===== config.mk =====
export PLATFORM = sky130hd
export DESIGN_NAME = lorenz_plotter_flat
export DESIGN_NICKNAME = d
export VERILOG_FILES = /design/src/rtl/lorenz_plotter_if.sv /design/src/rtl/lorenz_plotter.sv /design/src/flat_wrapper.sv
export SDC_FILE = /design/constraint.sdc
export NUM_CORES = 1
export LEC_CHECK = 0
export BUFFER_PORTS_ARGS = -buffer_cell sky130_fd_sc_hd__buf_2
export CORE_MARGIN = 4
export CORE_UTILIZATION = 45
export CTS_BUF_LIST = sky130_fd_sc_hd__clkbuf_16
export DETAILED_ROUTE_END_ITERATION = 16
export GPL_TIMING_DRIVEN = 0
export PLACE_DENSITY = 0.72
export SYNTH_ARGS = -nofsm -noshare
export SYNTH_HDL_FRONTEND = slang
export SYNTH_SLANG_ARGS = --single-unit

===== constraint.sdc =====
create_clock -name clk -period 11.46 [get_ports clk]
set_input_delay 3.438 -clock clk [delete_from_list [all_inputs] [get_ports clk]]
set_output_delay 3.438 -clock clk [all_outputs]
set_load 0.005 [all_outputs]

===== src/rtl/lorenz_plotter_if.sv =====
// Solver-sample and framebuffer-write signals between the Lorenz solver,
// the plotter and the pixel memory.
interface lorenz_plotter_if;
  logic signed [26:0] x_in;
  logic signed [26:0] y_in;
  logic signed [26:0] z_in;
  logic               sample_valid;
  logic               step_en;
  logic        [18:0] pix_addr;
  logic        [7:0]  pix_data;
  logic               pix_we;
  logic               pix_ready;

  // master: the plotter (drives step_en and the write request)
  modport master (
    input  x_in, y_in, z_in, sample_valid, pix_ready,
    output step_en, pix_addr, pix_data, pix_we
  );

  // slave: solver and framebuffer side
  modport slave (
    output x_in, y_in, z_in, sample_valid, pix_ready,
    input  step_en, pix_addr, pix_data, pix_we
  );
endinterface


===== src/rtl/lorenz_plotter.sv =====
// Projects 7.20 Lorenz solver samples onto a 2-D framebuffer: a blanking
// sweep after reset/clear, then one pixel write per decimated sample.
module lorenz_plotter #(
  parameter int         H_RES    = 640,
  parameter int         V_RES    = 480,
  parameter int         SCALE_SH = 2,
  parameter int         DECIM    = 1,
  parameter logic [7:0] COLOR    = 8'hFF
) (
  input  logic               clk,
  input  logic               reset,
  lorenz_plotter_if.master   bus,
  input  logic [1:0]         view_sel_i,
  input  logic               clear_req_i,
  output logic               busy_o,
  output logic [31:0]        plot_count_o
);

  localparam int          SHIFT     = 20 - SCALE_SH;
  localparam int          DW        = (DECIM > 1) ? $clog2(DECIM) : 1;
  localparam logic [18:0] LAST_ADDR = 19'(H_RES * V_RES - 1);
  localparam logic [DW-1:0] DEC_LAST = DW'(DECIM - 1);

  localparam logic [1:0] ST_CLEAR   = 2'd0;
  localparam logic [1:0] ST_RUN     = 2'd1;
  localparam logic [1:0] ST_PROJECT = 2'd2;
  localparam logic [1:0] ST_WRITE   = 2'd3;

  logic [1:0]         state_q, state_d;
  logic [18:0]        addr_q, addr_d;
  logic [7:0]         data_q, data_d;
  logic               we_q, we_d;
  logic               step_q, step_d;
  logic               busy_q, busy_d;
  logic [31:0]        cnt_q, cnt_d;
  logic [DW-1:0]      dec_q, dec_d;
  logic               pend_q, pend_d;
  logic signed [26:0] a_q, a_d;
  logic signed [26:0] b_q, b_d;

  logic signed [26:0] sel_a, sel_b;
  logic signed [11:0] sa, sb;
  logic signed [15:0] sx, sy;
  logic [18:0]        proj_addr;
  logic               in_range;
  logic               pend_now;
  logic               go_clear;

  always_comb begin
    case (view_sel_i)
      2'd1:    begin sel_a = bus.x_in; sel_b = bus.z_in; end
      2'd2:    begin sel_a = bus.y_in; sel_b = bus.z_in; end
      default: begin sel_a = bus.x_in; sel_b = bus.y_in; end
    endcase
  end

  // Screen origin at the centre; the vertical axis grows downwards.
  assign sa        = 12'(a_q >>> SHIFT);
  assign sb        = 12'(b_q >>> SHIFT);
  assign sx        = 16'(H_RES / 2) + 16'(sa);
  assign sy        = 16'(V_RES / 2) - 16'(sb);
  assign in_range  = (sx >= 16'sd0) && (sx < 16'(H_RES)) &&
                     (sy >= 16'sd0) && (sy < 16'(V_RES));
  assign proj_addr = 19'(sy * H_RES + sx);

  always_comb begin
    state_d  = state_q;
    addr_d   = addr_q;
    data_d   = data_q;
    we_d     = we_q;
    step_d   = step_q;
    busy_d   = busy_q;
    cnt_d    = cnt_q;
    dec_d    = dec_q;
    pend_d   = pend_q;
    a_d      = a_q;
    b_d      = b_q;
    go_clear = 1'b0;
    pend_now = pend_q | clear_req_i;

    case (state_q)
      ST_CLEAR: begin
        if (!we_q) begin
          we_d = 1'b1;
        end else if (bus.pix_ready) begin
          if (addr_q == LAST_ADDR) begin
            state_d = ST_RUN;
            we_d    = 1'b0;
            busy_d  = 1'b0;
            step_d  = 1'b1;
            cnt_d   = '0;
          end else begin
            addr_d = addr_q + 19'd1;
          end
        end
      end

      ST_RUN: begin
        if (clear_req_i) begin
          go_clear = 1'b1;
        end else if (bus.sample_valid && step_q) begin
          if (dec_q == DEC_LAST) begin
            a_d     = sel_a;
            b_d     = sel_b;
            dec_d   = '0;
            step_d  = 1'b0;
            state_d = ST_PROJECT;
          end else begin
            dec_d = dec_q + 1'b1;
          end
        end
      end

      ST_PROJECT: begin
        if (in_range) begin
          state_d = ST_WRITE;
          addr_d  = proj_addr;
          data_d  = COLOR;
          we_d    = 1'b1;
          pend_d  = pend_now;
        end else if (pend_now) begin
          go_clear = 1'b1;
        end else begin
          state_d = ST_RUN;
          step_d  = 1'b1;
        end
      end

      default: begin
        if (bus.pix_ready) begin
          cnt_d = cnt_q + 32'd1;
          we_d  = 1'b0;
          if (pend_now) begin
            go_clear = 1'b1;
          end else begin
            state_d = ST_RUN;
            step_d  = 1'b1;
          end
        end else begin
          pend_d = pend_now;
        end
      end
    endcase

    // Any path into the sweep restarts it from address 0 with the request idle;
    // plot_count is zeroed only when the sweep completes.
    if (go_clear) begin
      state_d = ST_CLEAR;
      addr_d  = '0;
      data_d  = '0;
      we_d    = 1'b0;
      busy_d  = 1'b1;
      step_d  = 1'b0;
      dec_d   = '0;
      pend_d  = 1'b0;
    end
  end

  always_ff @(posedge clk) begin
    if (reset) begin
      state_q <= ST_CLEAR;
      addr_q  <= '0;
      data_q  <= '0;
      we_q    <= 1'b0;
      step_q  <= 1'b0;
      busy_q  <= 1'b1;
      cnt_q   <= '0;
      dec_q   <= '0;
      pend_q  <= 1'b0;
      a_q     <= '0;
      b_q     <= '0;
    end else begin
      state_q <= state_d;
      addr_q  <= addr_d;
      data_q  <= data_d;
      we_q    <= we_d;
      step_q  <= step_d;
      busy_q  <= busy_d;
      cnt_q   <= cnt_d;
      dec_q   <= dec_d;
      pend_q  <= pend_d;
      a_q     <= a_d;
      b_q     <= b_d;
    end
  end

  assign bus.step_en  = step_q;
  assign bus.pix_addr = addr_q;
  assign bus.pix_data = data_q;
  assign bus.pix_we   = we_q;
  assign busy_o       = busy_q;
  assign plot_count_o = cnt_q;

endmodule


===== src/flat_wrapper.sv =====
// flat-port wrapper written by rule: the top's interface ports become plain ports
module lorenz_plotter_flat 
#(
  parameter int         H_RES    = 640,
  parameter int         V_RES    = 480,
  parameter int         SCALE_SH = 2,
  parameter int         DECIM    = 1,
  parameter logic [7:0] COLOR    = 8'hFF
)
  (clk, reset, view_sel_i, clear_req_i, busy_o, plot_count_o, bus_x_in, bus_y_in, bus_z_in, bus_sample_valid, bus_pix_ready, bus_step_en, bus_pix_addr, bus_pix_data, bus_pix_we);
  lorenz_plotter_if bus_i ();
  input  logic clk;
  input  logic reset;
  input  logic [1:0] view_sel_i;
  input  logic clear_req_i;
  output logic busy_o;
  output logic [31:0] plot_count_o;
  input wire logic [$bits(bus_i.x_in)-1:0] bus_x_in;
  input wire logic [$bits(bus_i.y_in)-1:0] bus_y_in;
  input wire logic [$bits(bus_i.z_in)-1:0] bus_z_in;
  input wire logic [$bits(bus_i.sample_valid)-1:0] bus_sample_valid;
  input wire logic [$bits(bus_i.pix_ready)-1:0] bus_pix_ready;
  output wire logic [$bits(bus_i.step_en)-1:0] bus_step_en;
  output wire logic [$bits(bus_i.pix_addr)-1:0] bus_pix_addr;
  output wire logic [$bits(bus_i.pix_data)-1:0] bus_pix_data;
  output wire logic [$bits(bus_i.pix_we)-1:0] bus_pix_we;
  assign bus_i.x_in = bus_x_in;
  assign bus_i.y_in = bus_y_in;
  assign bus_i.z_in = bus_z_in;
  assign bus_i.sample_valid = bus_sample_valid;
  assign bus_i.pix_ready = bus_pix_ready;
  assign bus_step_en = bus_i.step_en;
  assign bus_pix_addr = bus_i.pix_addr;
  assign bus_pix_data = bus_i.pix_data;
  assign bus_pix_we = bus_i.pix_we;
  lorenz_plotter #(.H_RES(H_RES), .V_RES(V_RES), .SCALE_SH(SCALE_SH), .DECIM(DECIM), .COLOR(COLOR)) u_core (.clk(clk), .reset(reset), .bus(bus_i), .view_sel_i(view_sel_i), .clear_req_i(clear_req_i), .busy_o(busy_o), .plot_count_o(plot_count_o));
endmodule

Word level (Yosys, flattened, before mapping) --
Cells that the tools add are included.
Storage, ports and cells: bits in registers 113, input port bits 88, output and inout port bits 62, logic and storage cells 112
Cells by class: $add $sub $neg 6, $mul 1, order comparisons 4, eq/ne operators 15, muxes and demuxes 47, bitwise operators 6, reductions and logical operators 22
Operator list (count):
- two-way mux 32 bit | 4
- two-way mux 19 bit | 4
- case mux 32 bit (2 select lines) | 1
- two-way mux 27 bit | 2
- case mux 19 bit (2 select lines) | 1
- adder 32 x 1 -> 32 bit (second input constant) | 1
- two-way mux 1 bit | 21
- adder 19 x 1 -> 19 bit (second input constant) | 1
- adder 19 x 11 -> 19 bit | 1
- == test 19 bit (second input constant) | 1
- two-way mux 2 bit | 9
- multiplier 10 x 4 -> 12 bit (second input constant) | 1
- AND reduction 4 bit | 3
- adder 10 x 9 -> 11 bit (first input constant) | 1
- >= comparator 11 x 1 -> 1 bit (second input constant) | 1
- < comparator 11 bit (second input constant) | 1
- >= comparator 10 x 1 -> 1 bit (second input constant) | 1
- < comparator 10 bit (second input constant) | 1
- != test 2 x 1 -> 1 bit (second input constant) | 5
- != test 2 bit (second input constant) | 5
- subtractor 9 x 9 -> 10 bit (first input constant) | 1
- case mux 1 bit (3 select lines) | 3
- AND reduction 3 bit | 3
- AND reduction 8 bit | 1
- other kinds (15) | 28

Depth between registers and ports, before layout --
word-level depth 8, gate-level depth with buffers 14, mapped depth without buffers 14

Worst setup path before layout --
Ideal clock, no wire load.
path kind input to register, start point in bus_pix_ready, end point reg u_core.cnt_q[25] (netlist: u_core.plot_count_o[25]), library setup time 117 ps, arrival time 4610 ps, data required time 11343 ps, slack 6733 ps, stages on the path 6, path buffers 3, cells stage by stage nand2b_1 -> clkbuf_1 -> o31ai_1 -> buf_2 -> buf_2 -> nor2_1
Between the ends: word-level cells in the longest chain between the ends 1
Ends and longest elaborated chain:
- start, declared | RTL line flat_wrapper.sv:22 | input wire logic [$bits(bus_i.pix_ready)-1:0] bus_pix_ready;
- AND reduction 4 bit (no source line)
- end signal, assigned | RTL line lorenz_plotter.sv:179 | cnt_q <= cnt_d;
- end, declared | RTL line lorenz_plotter.sv:35 | logic [31:0] cnt_q, cnt_d;
No other way between the ends. A chain may end at the register's enable or synchronous reset.

Worst setup path in the final report --
start point in bus_pix_ready, end point reg u_core.cnt_q[2] (netlist: u_core.plot_count_o[2])
The elaborated chain is that of the path after synthesis.

==> results.toml <==
[clocking]
cts_buffer_depth = 2
cts_resized = 0
htree_levels = 3
numCtsBuffers = 9
cts_tree = "yes"
clkTransAtPathRegs_ps = 60
cts_root_buffer = "clkbuf_16"
post_cts_buffers = 0
hold_buffers = 0
clock_latency_ps = 330
numClockSinks = 76

[sta]
drv_slew = 0
grt_setup_unrepaired = "no"
fin_crit_sh_pct = 42.2
relSlewSlack_pct = 50.8
worstMarginPinSlew_ps = 732
whs_ps = 485
skew_ps = 8.89
max_freq_mhz = 207
hold_violations = 0
fin_setup_tns_ps = 0
setup_viol = 0
fin_crit_ps = 4830

[detailed_routing]
drc = 0
drtAntennaViolNets = 0
via_count = 4790
first_iter_violations = 317
wl_per_cell_um = 15.1
via_per_inst = 5.56
first_pass_iters = 6
finalWirelength_mm = 13.0

[global_route]
grt_start_max_net_pins = 15
antenna_found_initial = 0
use_met1_pct = 27.7
grt.busiest_layer = "met2"
grt.met2_usage_pct = 31.3
grt_pass1_wl_mm = 21.1
grt_use_total_pct = 19.9
grt_overflow = 0
met3_usage_pct = 2.73
grt_pass1_vias = 4473

[final_layout]
multi_input_area_um2 = 3170
fill_cells = 990
antenna_cells = 0
drive_gt1_share_pct = 19.4
seqCellArea_um2 = 1520
syn_to_final_growth_pct = 19.7
fin_nets = 834

[logic_synthesis]
synthMuxAreaShare_pct = 4.06
synth-xor-area-share_pct = 8.48
synth_cells = 611
synth_compound_area_share_pct = 19.5
synth_seq_cells = 76
synthAdderAreaFrac_pct = 7.62
syn_area_um2 = 4960
synth_edf_count = 0
synth_top_family_by_area = "simple AND/OR/NAND/NOR gates"
avgSynthCellArea_um2 = 8.12
ys_types = 69
ys_warn_count = 0
syn_nets = 728
async_reset_ff_share_pct = 0
synth-simple-area-share_pct = 24.2
synth_ff_type = "dfxtp_1"
ys_seq_area_share_pct = 30.7

[die]
core_area_um2 = 10800
core.rowCount = 38
start_util_pct = 46.0
die_area_um2 = 12800
die-height_um = 113
pin_count = 150
die_w_um = 113

[placement]
place_hpwl_mm = 10.0
portBuffers = 95
gp_congestion = 0.941

[setup_path]
crit_fanout = 10
cp-end-kind = "register"
reg2reg_slack_ps = 7380
start_kind = "input port"
r2r-start = "u_core.b_q[18]"
critical_path_arrival_ps = 5050
crit_start = "bus_pix_ready"
required_ps = 11680
critPathKind = "input port to register"

[power]
peakVddDrop_v = 0.0000927
powerDensity_nw_per_um2 = 102
power.leakage_nw = 2.47

[outcome]
status = "complete, no violations"

[min_path]
hp-start = "u_core.busy_o"
hold_path_class = "register to register"

[flow_run]
drv_cap = 0
-- cell usage after synthesis (all sizes together), types with 6 or more instances --
| library cell | count | area (µm²) |
|---|---|---|
| nor2 | 101 | 387 |
| dfxtp | 76 | 1520 |
| a21oi | 36 | 180 |
| nand2 | 31 | 116 |
| a211oi | 27 | 203 |
| ha | 27 | 338 |
| xor2 | 27 | 236 |
| nand3 | 25 | 143 |
| inv | 22 | 82.6 |
| nor3 | 22 | 121 |
| o21ai | 22 | 114 |
| clkbuf | 21 | 78.8 |
| xnor2 | 21 | 184 |
| mux2i | 19 | 190 |
| nand4 | 19 | 119 |
| buf | 17 | 108 |
| and3 | 9 | 61.3 |
| a31oi | 7 | 43.8 |
| nor4 | 7 | 43.8 |
| a21o | 6 | 45.0 |
-- worst max-delay path: stages --
cell and delay (ps):
buf_2 130, nand2b_1 60, clkbuf_1 210, o31ai_1 560, buf_2 320, buf_2 260
nor2_1 70
-- path summary, 6_finish.rpt --
path / end / depth (start not counted)
setup / recovery: u_core.plot_count_o[2] / 7
hold / removal: u_core.busy_o / 2
setup reg to reg: u_core.bus.pix_addr[18] / 14
hold reg to reg: u_core.busy_o / 2
-- state kept, by name, summed over array words and instances, names as in the netlist --
signal,cells
u_core.plot_count_o,32
u_core.pend_q,1
u_core.busy_o,1
u_core.bus.pix_data,1
u_core.bus.pix_we,1
u_core.bus.pix_addr,19
u_core.b_q,9
u_core.state_q,2
u_core.bus.step_en,1
u_core.a_q,9
-- stage by stage --
stage               power [mW]  worst slack (ps)  std cells  utilization (%)  cell area [µm²]
floorplan                0.289              6730        611                -             4960
global placement         0.301              6310        846             52.0             5610
detailed placement       0.302              6270        846             52.0             5610
CTS                      0.607              6620        862             55.0             5930
global route             0.620              6420        862             55.0             5930
finish                   0.603              6630        862             55.0             5930
-- per-layer routing --
layer,routed length [µm],vias to the layer above
li1,-,2397
met1,6140,2201
met2,5770,168
met3,816,24
met4,309,0
met5,0,-
-- power by group --
| part | switching [mW] | internal, mW |
|---|---|---|
| sequential | 0.00121 | 0.265 |
| combinational | 0.0179 | 0.0119 |
| clock | 0.115 | 0.192 |
-- cell families (layout without fill, tap and decap cells) --
family | Yosys count | after routing
AO/OA/AOI/OAI | 135 | 135
multiplexers | 20 | 20
buffers and inverters | 61 | 172
AND/OR/NAND/NOR | 242 | 242
flip-flops | 76 | 76
XOR/XNOR | 48 | 48
adder cells (fa/ha/maj) | 29 | 29
-- layout by cell type (no fill, tap or decap), types with 3 or more instances in the layout --
| cell | instances |
|---|---|
| buf_2 | 103 |
| nor2_1 | 100 |
| dfxtp_1 | 76 |
| a21oi_1 | 36 |
| nand2_1 | 31 |
| xor2_1 | 27 |
| a211oi_1 | 27 |
| ha_1 | 27 |
| inv_1 | 23 |
| nand3_1 | 23 |
| xnor2_1 | 21 |
| nor3_1 | 21 |
| o21ai_0 | 21 |
| clkbuf_1 | 21 |
| nand4_1 | 19 |
| mux2i_1 | 19 |
| clkbuf_16 | 9 |
| and3_1 | 8 |
| nor4_1 | 7 |
| a31oi_1 | 7 |
| buf_4 | 7 |
| a21o_1 | 6 |
| and4_1 | 4 |
| nor3b_1 | 3 |
| and2_1 | 3 |
| nand2b_1 | 3 |
| o31ai_1 | 3 |
| nor2b_1 | 3 |
| o22ai_1 | 3 |
-- cell type report --
type                            count  share of cell area [%]
Sequential cell                    76                    25.6
Inverter                           23                    1.45
Buffer                             38                    3.14
Clock inverter                      7                    1.67
Timing Repair Buffer               95                    8.01
Multi-Input combinational cell    474                    53.3
Clock buffer                        9                    3.80
Tap cell                          140                    2.95
Note: power is estimated with default switching activity, not from simulation.
